$ cat config.mk
export PLATFORM = sky130hd
export DESIGN_NAME = rotate_right
export DESIGN_NICKNAME = d
export VERILOG_FILES = /design/src/rtl/sha_pkg.sv /design/src/rtl/barrel_rotr.sv /design/src/rtl/rotate_right.sv
export SDC_FILE = /design/constraint.sdc
export NUM_CORES = 1
export LEC_CHECK = 0
export CAP_MARGIN = 20
export CORE_ASPECT_RATIO = 1.5
export CORE_MARGIN = 5
export CORE_UTILIZATION = 43
export CTS_CLUSTER_DIAMETER = 30
export DETAILED_ROUTE_END_ITERATION = 7
export PLACE_DENSITY = 0.86
export SETUP_SLACK_MARGIN = 0.02
export SYNTH_ARGS = -nofsm -noshare
export SYNTH_HDL_FRONTEND = slang
export SYNTH_SLANG_ARGS = --single-unit
$ cat constraint.sdc
create_clock -name clk -period 1.9 [get_ports clk]
set_input_delay 0.38 -clock clk [delete_from_list [all_inputs] [get_ports clk]]
set_output_delay 0.38 -clock clk [all_outputs]
set_load 0.01 [all_outputs]
$ cat src/rtl/sha_pkg.sv
// Shared SHA-256 constants and helpers for the rotate/shift datapath.
// ROTR amounts are grouped by the hash function that uses them.
package sha_pkg;

    localparam int unsigned WORD_W = 32;

    // Big sigma 0 / big sigma 1 (compression round)
    localparam int unsigned ROTR_BS0_A = 2;
    localparam int unsigned ROTR_BS0_B = 13;
    localparam int unsigned ROTR_BS0_C = 22;
    localparam int unsigned ROTR_BS1_A = 6;
    localparam int unsigned ROTR_BS1_B = 11;
    localparam int unsigned ROTR_BS1_C = 25;

    // Small sigma 0 / small sigma 1 (message schedule)
    localparam int unsigned ROTR_SS0_A = 7;
    localparam int unsigned ROTR_SS0_B = 18;
    localparam int unsigned ROTR_SS1_A = 17;
    localparam int unsigned ROTR_SS1_B = 19;

    // Elaboration-time rotate-right of a full word.
    function automatic logic [WORD_W-1:0] ror_const(input logic [WORD_W-1:0] data,
                                                    input int unsigned amt);
        int unsigned r;
        r = amt % WORD_W;
        if (r == 0) begin
            return data;
        end
        return (data >> r) | (data << (WORD_W - r));
    endfunction

endpackage

$ cat src/rtl/barrel_rotr.sv
// Log-depth combinational rotate-right; stage k rotates by 2^k mod WIDTH,
// so the total rotation is amt mod WIDTH for any WIDTH.
module barrel_rotr
    import sha_pkg::*;
#(
    parameter int unsigned WIDTH = 16,
    parameter int unsigned SHW   = (WIDTH > 1) ? $clog2(WIDTH) : 1
) (
    input  logic [WIDTH-1:0] d_in,
    input  logic [SHW-1:0]   amt,
    output logic [WIDTH-1:0] d_out
);

    logic [WIDTH-1:0] stg [0:SHW];

    assign stg[0] = d_in;

    for (genvar k = 0; k < SHW; k++) begin : g_stage
        localparam int unsigned AMT = (1 << k) % WIDTH;
        if (AMT == 0) begin : g_pass
            // A multiple of WIDTH is an identity rotation.
            assign stg[k+1] = stg[k];
        end else begin : g_rot
            assign stg[k+1] = amt[k] ? {stg[k][AMT-1:0], stg[k][WIDTH-1:AMT]} : stg[k];
        end
    end

    assign d_out = stg[SHW];

endmodule

$ cat src/rtl/rotate_right.sv
// Rotate-right unit: fixed combinational ROTR by ROTATE, plus a registered
// valid-qualified ROTR by a run-time amount with one cycle of latency.
module rotate_right
    import sha_pkg::*;
#(
    parameter int unsigned WIDTH  = 16,
    parameter int unsigned ROTATE = 4,
    localparam int unsigned SHW   = (WIDTH > 1) ? $clog2(WIDTH) : 1
) (
    input  logic             clk,
    input  logic             rst_n,
    input  logic [WIDTH-1:0] in,
    output logic [WIDTH-1:0] out,
    input  logic             d_valid,
    input  logic [WIDTH-1:0] d,
    input  logic [SHW-1:0]   shamt,
    output logic             q_valid,
    output logic [WIDTH-1:0] q
);

    localparam int unsigned R = ROTATE % WIDTH;

    // Fixed path: pure wiring, independent of clock and reset.
    if (R == 0) begin : g_fix_id
        assign out = in;
    end else begin : g_fix_rot
        assign out = {in[R-1:0], in[WIDTH-1:R]};
    end

    logic [WIDTH-1:0] rot_c;
    logic [WIDTH-1:0] q_d;
    logic [WIDTH-1:0] q_q;
    logic             q_valid_d;
    logic             q_valid_q;

    barrel_rotr #(
        .WIDTH (WIDTH),
        .SHW   (SHW)
    ) u_barrel (
        .d_in  (d),
        .amt   (shamt),
        .d_out (rot_c)
    );

    // Capture a new result only on valid; otherwise hold.
    always_comb begin
        q_d       = q_q;
        q_valid_d = d_valid;
        if (d_valid) begin
            q_d = rot_c;
        end
    end

    always_ff @(posedge clk or negedge rst_n) begin
        if (!rst_n) begin
            q_q       <= '0;
            q_valid_q <= 1'b0;
        end else begin
            q_q       <= q_d;
            q_valid_q <= q_valid_d;
        end
    end

    assign q       = q_q;
    assign q_valid = q_valid_q;

endmodule

==> impl_metrics.ini <==
[status]
status = completed

[synth]
ys_ff_latch = 17
synthAdderAreaFrac_pct = 0
synth_warnings = 0
ys_seq_area_share_pct = 30.2
synth.distinct_cells = 13
synth-xor-area-share_pct = 0
synth_compound_area_share_pct = 9.94
syn_inst = 109
synthSimpleGateAreaFrac_pct = 7.81
syn_nets = 148
synthMuxAreaShare_pct = 38.8
synth_top_family_by_area = multiplexers
syn_area_per_cell_um2 = 12.9
syn_area_um2 = 1410

[finish]
diodes = 0
drive_above_1_share_pct = 19.4
fillCellCount = 251
layout.nets = 174
finalNonFillerCells = 174
area_growth_pct = 29.4

[worst_setup_path]
ff2ff_path_depth = 2
cp_num_cells = 4
cpMaxStageDelayCell = mux4_1
crit_required_ns = 1.99
worstSetupPathType = input port to flop
crit_path_max_incr_delay_ns = 0.61
worstPathArrival_ns = 1.93
endpoint_kind = flop
crit_buf_inv = 1
cp_cell_sequence = clkdlybuf4s50_1 > mux4_1 > mux2i_1 > o221ai_1
crit_fanout = 2
cp-start-kind = input port
cpLargestDelayFamily = multiplexers

[place]
dpl.cell_count = 169
portBuffers = 39
routabilityCongestion = 1.02
post-dp-hpwl_mm = 2.77
dp_worst_setup_slack_ns = -0.368

[power]
pwr-share-clk_pct = 22.9
power_frac_seq_pct = 37.8
p_int_uw = 834
swShare_pct = 29.4
peakVddDrop_uv = 317
p_leak_uw = 0.000723
p_sw_uw = 347
p_per_area_nw_per_um2 = 648
p_comb_share_pct = 39.3

[drt]
vias = 1095
drt_wl_total_mm = 3.65
viasPerCell = 6.29
route.detailed.drc = 0
ant_nets = 0
drtIter0Drc = 40
routedWlPerCell_um = 21.0
first_pass_iters = 4

[clocking]
ctsHtreeMaxLevel = 1
cts_hold_buf = 0
root_buffer = clkbuf_8
path_clk_slew_ns = 0.06
cts_tree = done
numCtsBuffers = 3
postCtsSetupRepairBufs = 0
clkSinkCount = 17
insertion_delay_ns = 0.25
clockBufferDepth = 2

[timing]
period_share_pct = 96.6
drv_slew = 0
fin_crit_ns = 1.84
slew_headroom_pct = 63.2
timing.final.ws_setup_ns = 0.0642
finalSetupTns_ns = 0
rsz0062_at_grt = false
worstMarginPinSlew_ns = 0.551
fmax_ghz = 0.545
skew_ns = 0
setup_viol = 0
finalHoldViolCount = 0

[floorplanning]
initial_core_util_pct = 44.6
die_x_um = 56.8
row_count = 25
die_height_um = 80.1
core_um2 = 3160
die_area_um2 = 4550
ios = 72

[flow_run]
cap_violations = 0

[global_route]
grt_max_degree = 18
grt_pass1_wl_mm = 5.93
antenna_found_initial = 0
grt_pass1_vias = 1170
track_usage_pct = 16.9
grt_remaining_overflow = 0

[hold_path]
hold_path.class = input port to async pin
## cell families after synthesis
logic type / Yosys count
multiplexers: 32
buffers and inverters: 26
flip-flops: 17
AO/OA/AOI/OAI: 16
AND/OR/NAND/NOR: 18
## synthesized netlist by cell type
cell	instances	area share [%]
mux2i_1	16	11
buf_4	17	9.1
nand2_1	1	0.27
buf_6	1	0.80
dfrtp_1	17	30
mux4_2	9	14
buf_12	1	1.4
clkbuf_1	4	1.1
o221ai_1	16	9.9
nand2b_1	17	7.5
mux4_1	7	13
buf_2	2	0.71
buf_1	1	0.27
## registers in the layout (all words and copies together), names as in the netlist
signal / cells
q: 16
q_valid: 1
## metrics by stage
stage                     area, um2  hold slack, ns  utilization, %  total power [uW]
after floorplan                1410          0.0844               -               705
after global placement         1740           0.478            55.1               876
after detailed placement       1740           0.486            55.1               897
after CTS                      1820           0.504            57.6              1190
after global routing           1820           0.499            57.7              1240
final                          1820           0.500            57.7              1180
## cells in the final DEF, fill, tap and decap left out
cell             instances
buf_12                   2
buf_4                    5
bufbuf_16                1
clkbuf_1                 1
clkbuf_8                 3
clkdlybuf4s50_1         38
dfrtp_1                 17
dlygate4sd2_1            1
mux2i_1                 12
mux2i_2                  4
mux4_1                   5
mux4_2                  11
nand2_1                  1
nand2b_1                17
o221ai_1                16
## repair_timing
action	in CTS	in global routing
setup endpoints to repair	13	1
gates cloned	1	0
pin swaps	1	0
gates resized for setup	6	1
## per-layer routing
layer	part of all wire, %	global-route usage (%)	vias up
li1	-	-	477
met1	35	18.7	553
met2	56	31.3	57
met3	6.1	2.25	8
met4	2.2	7.89	0
met5	0	0	-
## power groups by stage
stage / Combinational [uW] / Clock, uW / Sequential, uW
6_report: 464 / 270 / 447
5_1_grt: 494 / 293 / 454
4_1_cts: 462 / 276 / 447
3_5_place_dp: 443 / 0 / 454
3_3_place_gp: 426 / 0 / 450
2_1_floorplan: 228 / 0 / 476
## layout make-up
cell class / instances / area (um2) / area share [%]
multi-input combinational: 66 / 805 / 44.1
timing repair buffer: 47 / 499 / 27.4
clock buffer: 4 / 45.0 / 2.47
tap: 40 / 50.0 / 2.74
sequential: 17 / 425 / 23.3
## worst paths after layout
kind                               to     start  slack (ns)
min in group clk                q[12]     q[12]        0.50
worst max-delay path             q[9]  shamt[2]        0.06
max in group asynchronous       q[15]     rst_n        1.21
worst min-delay path            q[10]     rst_n        0.50
worst max register to register   q[9]      q[9]        1.11
worst min register to register  q[12]     q[12]        0.50
No activity file was read; power rests on OpenSTA's default activity.
